File: src/rtl/ym_ssg_multi.sv
// -----------------------------------------------------------------------------
// ym_ssg_multi
// SSG (PSG) sound generator for the YM2610 audio model. It has CHANNELS
// square-wave tone channels, one shared 17-bit LFSR noise source and one shared
// envelope generator covering all 16 AY/YM envelope shapes. Its output is a
// registered, summed, unsigned level for the audio mixer.
//
// Ports
//   PHI_S         in   SSG clock; all state changes on the rising edge
//   RESET         in   asynchronous, active-high reset
//   SSG_FREQ      in   tone half-periods, channel n at [n*TONE_W +: TONE_W]
//   SSG_NOISE     in   noise shift period
//   SSG_EN        in   active-low enables: bit n tone n, bit CHANNELS+n noise n
//   SSG_VOL       in   per channel 5 bits: bit4 use envelope, bits3:0 level
//   SSG_ENV_FREQ  in   envelope step period
//   SSG_ENV       in   envelope shape {CONT, ATT, ALT, HOLD}
//   ENV_WR        in   one-cycle strobe that restarts the envelope
//   ANA           out  registered sum of channel levels
// -----------------------------------------------------------------------------
module ym_ssg_multi #(
   parameter int CHANNELS = 3,
   parameter int TONE_W   = 12,
   parameter int ENV_W    = 16,
   parameter int OUT_W    = 4 + $clog2(CHANNELS + 1)
) (
   input  logic                       PHI_S,
   input  logic                       RESET,
   input  logic [CHANNELS*TONE_W-1:0] SSG_FREQ,
   input  logic [4:0]                 SSG_NOISE,
   input  logic [2*CHANNELS-1:0]      SSG_EN,
   input  logic [CHANNELS*5-1:0]      SSG_VOL,
   input  logic [ENV_W-1:0]           SSG_ENV_FREQ,
   input  logic [3:0]                 SSG_ENV,
   input  logic                       ENV_WR,
   output logic [OUT_W-1:0]           ANA
);

   localparam logic [TONE_W-1:0] TONE_ZERO = {TONE_W{1'b0}};
   localparam logic [TONE_W-1:0] TONE_ONE  = {{(TONE_W-1){1'b0}}, 1'b1};
   localparam logic [ENV_W-1:0]  ENV_ZERO  = {ENV_W{1'b0}};
   localparam logic [ENV_W-1:0]  ENV_ONE   = {{(ENV_W-1){1'b0}}, 1'b1};

   // Tone generators
   logic [TONE_W-1:0]   r_tone_cnt [CHANNELS];
   logic [CHANNELS-1:0] r_osc;
   logic [TONE_W-1:0]   w_tone_lim [CHANNELS];
   logic [CHANNELS-1:0] w_tone_fire;

   // Noise generator
   logic [4:0]          r_noise_cnt;
   logic [16:0]         r_lfsr;
   logic                r_noise;
   logic [4:0]          w_noise_lim;
   logic                w_noise_fire;

   // Envelope generator
   logic [ENV_W-1:0]    r_env_cnt;
   logic                r_env_run;
   logic [3:0]          r_env_step;
   logic [3:0]          r_env_att;
   logic [ENV_W-1:0]    w_env_lim;
   logic                w_env_fire;
   logic [3:0]          w_env_vol;

   // Mixer
   logic [3:0]          w_level [CHANNELS];
   logic [OUT_W-1:0]    w_sum;
   logic [OUT_W-1:0]    r_ana;

   // Period compare for the tone counters. The limit is max(P,1)-1, and the
   // >= compare makes a lowered period fire on the very next edge.
   always_comb begin
      for (int n = 0; n < CHANNELS; n++) begin
         if (SSG_FREQ[n*TONE_W +: TONE_W] == TONE_ZERO) begin
            w_tone_lim[n] = TONE_ZERO;
         end else begin
            w_tone_lim[n] = SSG_FREQ[n*TONE_W +: TONE_W] - TONE_ONE;
         end
         w_tone_fire[n] = (r_tone_cnt[n] >= w_tone_lim[n]);
      end
   end

   // Tone counters and oscillator flip-flops.
   always_ff @(posedge PHI_S or posedge RESET) begin
      if (RESET) begin
         for (int n = 0; n < CHANNELS; n++) begin
            r_tone_cnt[n] <= TONE_ZERO;
         end
         r_osc <= {CHANNELS{1'b0}};
      end else begin
         for (int n = 0; n < CHANNELS; n++) begin
            if (w_tone_fire[n]) begin
               r_tone_cnt[n] <= TONE_ZERO;
               r_osc[n]      <= ~r_osc[n];
            end else begin
               r_tone_cnt[n] <= r_tone_cnt[n] + TONE_ONE;
            end
         end
      end
   end

   // Period compare for the noise counter.
   always_comb begin
      if (SSG_NOISE == 5'd0) begin
         w_noise_lim = 5'd0;
      end else begin
         w_noise_lim = SSG_NOISE - 5'd1;
      end
      w_noise_fire = (r_noise_cnt >= w_noise_lim);
   end

   // Noise counter and LFSR; NOISE takes the bit that is shifted out.
   always_ff @(posedge PHI_S or posedge RESET) begin
      if (RESET) begin
         r_noise_cnt <= 5'd0;
         r_lfsr      <= 17'h00001;
         r_noise     <= 1'b0;
      end else begin
         if (w_noise_fire) begin
            r_noise_cnt <= 5'd0;
            r_lfsr      <= {r_lfsr[0] ^ r_lfsr[3], r_lfsr[16:1]};
            r_noise     <= r_lfsr[0];
         end else begin
            r_noise_cnt <= r_noise_cnt + 5'd1;
         end
      end
   end

   // Envelope event: only counts while running.
   always_comb begin
      if (SSG_ENV_FREQ == ENV_ZERO) begin
         w_env_lim = ENV_ZERO;
      end else begin
         w_env_lim = SSG_ENV_FREQ - ENV_ONE;
      end
      w_env_fire = r_env_run & (r_env_cnt >= w_env_lim);
      w_env_vol  = r_env_step ^ r_env_att;
   end

   // Envelope state. A restart wins over a same-cycle event; the shape bits
   // are read at each event rather than latched at the restart.
   always_ff @(posedge PHI_S or posedge RESET) begin
      if (RESET) begin
         r_env_cnt  <= ENV_ZERO;
         r_env_run  <= 1'b0;
         r_env_step <= 4'd0;
         r_env_att  <= 4'd0;
      end else if (ENV_WR) begin
         r_env_cnt  <= ENV_ZERO;
         r_env_run  <= 1'b1;
         r_env_step <= 4'hF;
         r_env_att  <= {4{SSG_ENV[2]}};
      end else if (r_env_run) begin
         if (w_env_fire) begin
            r_env_cnt <= ENV_ZERO;
            if (r_env_step != 4'd0) begin
               r_env_step <= r_env_step - 4'd1;
            end else if (!SSG_ENV[3]) begin
               // one-shot shapes always end at silence
               r_env_att <= 4'd0;
               r_env_run <= 1'b0;
            end else begin
               if (SSG_ENV[1]) begin
                  r_env_att <= ~r_env_att;
               end
               if (SSG_ENV[0]) begin
                  r_env_run <= 1'b0;
               end else begin
                  r_env_step <= 4'hF;
               end
            end
         end else begin
            r_env_cnt <= r_env_cnt + ENV_ONE;
         end
      end
   end

   // Channel gating and level summation. Disabled sources force their gate
   // term open, so a channel with both sources disabled outputs its level.
   always_comb begin
      w_sum = {OUT_W{1'b0}};
      for (int n = 0; n < CHANNELS; n++) begin
         if ((r_osc[n] | SSG_EN[n]) & (r_noise | SSG_EN[CHANNELS+n])) begin
            if (SSG_VOL[n*5+4]) begin
               w_level[n] = w_env_vol;
            end else begin
               w_level[n] = SSG_VOL[n*5 +: 4];
            end
         end else begin
            w_level[n] = 4'd0;
         end
         w_sum = w_sum + OUT_W'(w_level[n]);
      end
   end

   // Output register.
   always_ff @(posedge PHI_S or posedge RESET) begin
      if (RESET) begin
         r_ana <= {OUT_W{1'b0}};
      end else begin
         r_ana <= w_sum;
      end
   end

   assign ANA = r_ana;

endmodule

File: config.mk
export PLATFORM = sky130hd
export DESIGN_NAME = ym_ssg_multi
export DESIGN_NICKNAME = d
export VERILOG_FILES = /design/src/rtl/ym_ssg_multi.sv
export SDC_FILE = /design/constraint.sdc
export NUM_CORES = 1
export LEC_CHECK = 0
export CORE_MARGIN = 10
export CORE_UTILIZATION = 30
export DETAILED_ROUTE_END_ITERATION = 12
export GPL_TIMING_DRIVEN = 0
export SYNTH_ARGS = -nofsm -noshare
export SYNTH_HDL_FRONTEND = slang
export SYNTH_SLANG_ARGS = --single-unit
export TNS_END_PERCENT = 20
File: constraint.sdc
create_clock -name PHI_S -period 4.99 [get_ports PHI_S]
set_input_delay 0.7485 -clock PHI_S [delete_from_list [all_inputs] [get_ports PHI_S]]
set_output_delay 0.7485 -clock PHI_S [all_outputs]
set_load 0.03 [all_outputs]
Word-level counts from Yosys, hierarchy flattened
Index checks and enable logic that the tools add are counted.
{ "op_classes": {"add_sub_neg": 13, "order_cmp": 5, "eq_ne": 3, "n_mux": 36, "bitwise_logic": 16, "n_reduce_logical": 11} }
{ "ops": {"columns": ["operator", "count"], "rows": [
  ["12-bit two-way mux", 6],
  ["4-bit two-way mux", 18],
  ["16-bit two-way mux", 4],
  ["12-bit by 1-bit adder with 12-bit output (second input constant)", 3],
  ["12-bit greater-or-equal comparator", 3],
  ["12-bit zero test", 3],
  ["12-bit by 1-bit subtractor with 12-bit output (second input constant)", 3],
  ["16-bit by 1-bit adder with 16-bit output (second input constant)", 1],
  ["16-bit greater-or-equal comparator", 1],
  ["16-bit zero test", 1],
  ["16-bit by 1-bit subtractor with 16-bit output (second input constant)", 1],
  ["5-bit two-way mux", 2],
  ["4-bit AND reduction", 2],
  ["5-bit by 4-bit adder with 6-bit output", 1],
  ["1-bit two-way mux", 6],
  ["1-bit OR", 6],
  ["4-bit by 4-bit adder with 5-bit output", 1],
  ["5-bit by 1-bit adder with 5-bit output (second input constant)", 1],
  ["5-bit greater-or-equal comparator", 1],
  ["5-bit zero test", 1],
  ["5-bit by 1-bit subtractor with 5-bit output (second input constant)", 1],
  ["1-bit AND", 4],
  ["4-bit inverter", 1],
  ["2-bit nonzero test", 2],
  ["9 further kinds", 11]
]} }
{ "totals": {"ff_bits": 93, "input_bits": 85, "out_inout_bits": 6, "wordCells": 98} }

Logic depth before layout (Yosys ltp)
{ "logic_depth": {"word_depth": 7, "ltp_mapped": 16} }

Worst setup path before layout
No wires, ideal clock.
{ "synth_path": {"kind": "in2reg", "from": "input port SSG_ENV_FREQ[0]", "to": "register r_env_cnt[3]", "setup_time_ps": 69, "arrival_time_ps": 3306, "required_ps": 4921, "setup_slack_ps": 1616, "stages": 16, "path_cell_list": "inv_1 ha_1 nor4b_1 and3_1 nand2_1 clkbuf_1 nand2_1 ha_1 a211o_1 a31oi_1 o21ai_1 o2bb2ai_2 or2_1 buf_6 buf_12 nor2_4"} }
{ "synth_via": {"elab_chain_len": 7, "elab_cells_between_ends": 8} }
{ "synth_rtl": {"columns": ["item", "line", "rtl"], "rows": [
  ["start: declaration", "32", "input logic [ENV_W-1:0] SSG_ENV_FREQ,"],
  ["16-bit by 1-bit subtractor with 16-bit output or 16-bit zero test (tied branches)", "134, 131", null],
  ["16-bit two-way mux *", "131", "if (SSG_ENV_FREQ == ENV_ZERO) begin"],
  ["16-bit greater-or-equal comparator *", "136", "w_env_fire = r_env_run & (r_env_cnt >= w_env_lim);"],
  ["1-bit AND *", "136", null],
  ["16-bit two-way mux *", "154", "if (w_env_fire) begin"],
  ["16-bit two-way mux *", "153", "end else if (r_env_run) begin"],
  ["16-bit two-way mux *", "148", "end else if (ENV_WR) begin"],
  ["end signal: assignment", "173", "r_env_cnt <= r_env_cnt + ENV_ONE;"],
  ["end: declaration", "57", "logic [ENV_W-1:0] r_env_cnt;"]
]} }
Mark *: on every way between the ends. The rest lies on a longest branch, timed or not. The select of a mux whose other input is x is not followed.
A chain may end at the register's enable or synchronous reset.

Final worst setup path
{ "layout_path": {"from": "input port SSG_ENV_FREQ[0]", "to": "register r_env_cnt[7]"} }
Same word-level chain as after synthesis.

==> reports/results.tsv <==
metric	value	unit
Worst setup EP type	flop	
Fin. Hold Viols	0	
Cell Area, Synth	6910	µm²
cell taking the most area after synthesis	dfrtp_1	
H-tree lvl count	3	
CP max FO	10	
top cells by count, synth	dfrtp_1, nor2_1, ha_1	
Crit path arrival time	4.17	ns
ys async rst share	100	%
power density over the cells	319	nW/µm²
Post-Syn Instances	748	
Die Footprint	29500	µm²
Initial DRC Count	169	
vias in the first global route	5374	
net count after synthesis	910	
Critical Path RT	5.22	ns
worst hold path class	flop to flop	
Tcrit/Tclk final	78.9	%
CP Launch Type	input pin	
fin. max-slew vios	0	
flops & latches, synth	93	
Fin Clk Skew	0.00728	ns
r2r worst-path depth	10	
Synth area leaders	dfrtp_1, ha_1, xor2_1, nor2_1, xnor2_1	
Inst Count DP	1120	
share of the synthesized area in the top cell type	33.3	%
Post-CTS Hold Fix Bufs	0	
first drt pass iteration count	4	
average wire per standard cell	13.4	µm
chip width	172	µm
Gates resized, CTS repair	0	
largest net degree at the start of global routing	53	
Peak VDD IR	0.154	mV
RR Endpoint	ANA[5]$_DFF_PP0_	
outcome	finished, final reports clean	
Syn-to-layout area delta	22.4	%
clock sinks	93	
initial antenna violation count	1	
first-pass GRT wire length	25800	µm
Yosys Warn Count	0	
Skew-Pair Late Insertion Delay	0.34	ns
Leak	3.98	nW
num rows	55	
CORE AREA	22600	µm²
Routed Antenna Nets	0	
antenna cells	0	
GR Util All Layers	10.7	%
clk buf depth	2	
Initial Util	30.5	%
TritonCTS Buffers	9	
HP Start	r_lfsr[7]$_DFFE_PP0N_	
CTS tree	done	
Post-synth EDFFs	0	
vias	5386	
Primary FF master, synth	dfrtp_1	
Detail Placement HPWL	12200	µm
CTS root buffer	clkbuf_16	
R2R Path Start	r_env_step[1]$_DFFE_PP0P_	
Cell variety after synth	56	
DRC viols	0	
# IOs	91	
FILL cells	2276	
crit path time final	3.94	ns
Max Cap Viol	0	
Worst Hold Path Cells	1	
Die H	172	µm
Layout Cells excl Fill	1136	
critical path type	input pin to flop	
clock-pin slew on the worst setup and hold paths	0.06	ns
Via-to-Cell Ratio	4.74	
Max-slew headroom	56.9	%
count leader, synth	dfrtp_1	
Crit. Startpoint	SSG_ENV_FREQ[0]	
syn_area_per_cell	9.24	µm²
residual overflow from global routing	0	
Setup Viol. Count Final	0	
Post-Route Setup TNS	0	ns
routability-driven placement congestion ratio	0.836	
fin nets	1008	
worst-margin pin slew	0.639	ns
Worst Hold Path EP	r_lfsr[7]$_DFFE_PP0N_	
fmax	254	MHz
layout cells sized above 1	7.05	%
reg-to-reg slack, setup	2.53	ns
RSZ-0062 raised after global routing	false	
PortBufs	86	
post-CTS setup buffers	0	
Post-Route WL	15300	µm
register area share after synthesis	33.7	%
-- layout by cell type (no fill, tap or decap), types with 6 or more instances in the layout --
| master | instances |
|---|---|
| nor3_1 | 23 |
| nor2_1 | 85 |
| clkbuf_1 | 11 |
| a21o_1 | 18 |
| dfrtp_1 | 92 |
| a211oi_1 | 8 |
| inv_1 | 32 |
| ha_1 | 72 |
| o21ai_0 | 14 |
| a21oi_1 | 23 |
| nand2_1 | 71 |
| xnor2_1 | 31 |
| o211ai_1 | 6 |
| mux2_2 | 18 |
| nand4_1 | 12 |
| clkdlybuf4s50_1 | 86 |
| nand3_1 | 30 |
| or3_1 | 6 |
| mux2i_1 | 6 |
| and2_1 | 10 |
| nand2b_1 | 17 |
| xor2_1 | 55 |
| nor2_4 | 10 |
| a21boi_0 | 6 |
| nor2b_1 | 9 |
| clkbuf_16 | 9 |
| and3_1 | 19 |
| nor4_1 | 6 |
-- routing by layer --
metal  GRT usage (%)  wire length, µm
met3            2.48              873
met1            14.1             7550
met2            16.6             6620
met5               0               20
met4            3.82              216
-- worst max-delay path: stages --
cell	delay, ns
clkdlybuf4s50_1	0.50
inv_1	0.08
ha_1	0.20
nor4b_1	0.13
and3_1	0.23
nand2_1	0.13
clkbuf_1	0.34
nand2_1	0.10
ha_1	0.33
nand2_1	0.07
o21a_1	0.20
o211a_1	0.23
o2bb2ai_2	0.35
or2_1	0.17
buf_6	0.13
buf_12	0.18
nor2_4	0.05
-- area by class of cell --
type	instances	area [µm²]	share of cell area, %
tap	285	357	4.22
buffer	13	87.6	1.04
clock inverter	2	35.0	0.414
multi-input combinational	609	4370	51.7
timing repair buffer	87	888	10.5
clock buffer	14	264	3.12
sequential	93	2330	27.5
inverter	33	126	1.49
-- how the worst max path moves through the flow --
stage | end | slack, ns | cells past startpoint
after CTS | r_tone_cnt[18]$_DFF_PP0_ | 1.0 | 12
after global routing | r_tone_cnt[3]$_DFF_PP0_ | 0.62 | 12
final | r_env_cnt[7]$_DFFE_PP0N_ | 1.05 | 17
after detailed placement | r_tone_cnt[18]$_DFF_PP0_ | 0.64 | 12
after global placement | r_tone_cnt[15]$_DFF_PP0_ | 0.23 | 2
after floorplan | r_env_cnt[3]$_DFFE_PP0N_ | 1.62 | 16
-- state kept, by name, summed over array words and instances, names as in the netlist --
register and flops:
r_env_cnt 16, r_noise_cnt 5, r_env_att 4, ANA 6, r_env_step 4, r_osc 3
r_noise 1, r_tone_cnt 36, r_env_run 1, r_lfsr 17
-- per-stage QoR --
stage / setup WS [ns] / total power [mW] / hold slack, ns / area (µm²) / utilization [%]
2_1_floorplan: 1.62 / 1.73 / 0.465 / 6910 / -
3_3_place_gp: 0.231 / 2.00 / 0.477 / 8130 / 35.9
3_5_place_dp: 0.639 / 2.02 / 0.485 / 8160 / 36.0
4_1_cts: 0.996 / 2.74 / 0.500 / 8460 / 37.4
5_1_grt: 0.620 / 2.93 / 0.516 / 8460 / 37.4
6_report: 1.05 / 2.70 / 0.499 / 8460 / 37.4
-- cells by family (layout without fill, tap and decap cells) --
kind of cell               after synthesis  count (layout)  synth area share [%]
and+or+nand+nor                        312             312                  23.0
AOI/OAI and AO/OA                      110             110                  11.1
DFF                                     93              93                  33.7
xor gates and xnor gates                86              86                  10.9
adders and majority gates               77              77                  14.5
buffers and inverters                   46             149                  3.06
muxes                                   24              24                  3.80
-- where the power goes --
group / switching, mW / internal (mW)
Combinational: 0.452 / 0.472
Sequential: 0.165 / 0.915
Clock: 0.277 / 0.416
Total: 0.894 / 1.80
Power figures use the tool's default switching activity.
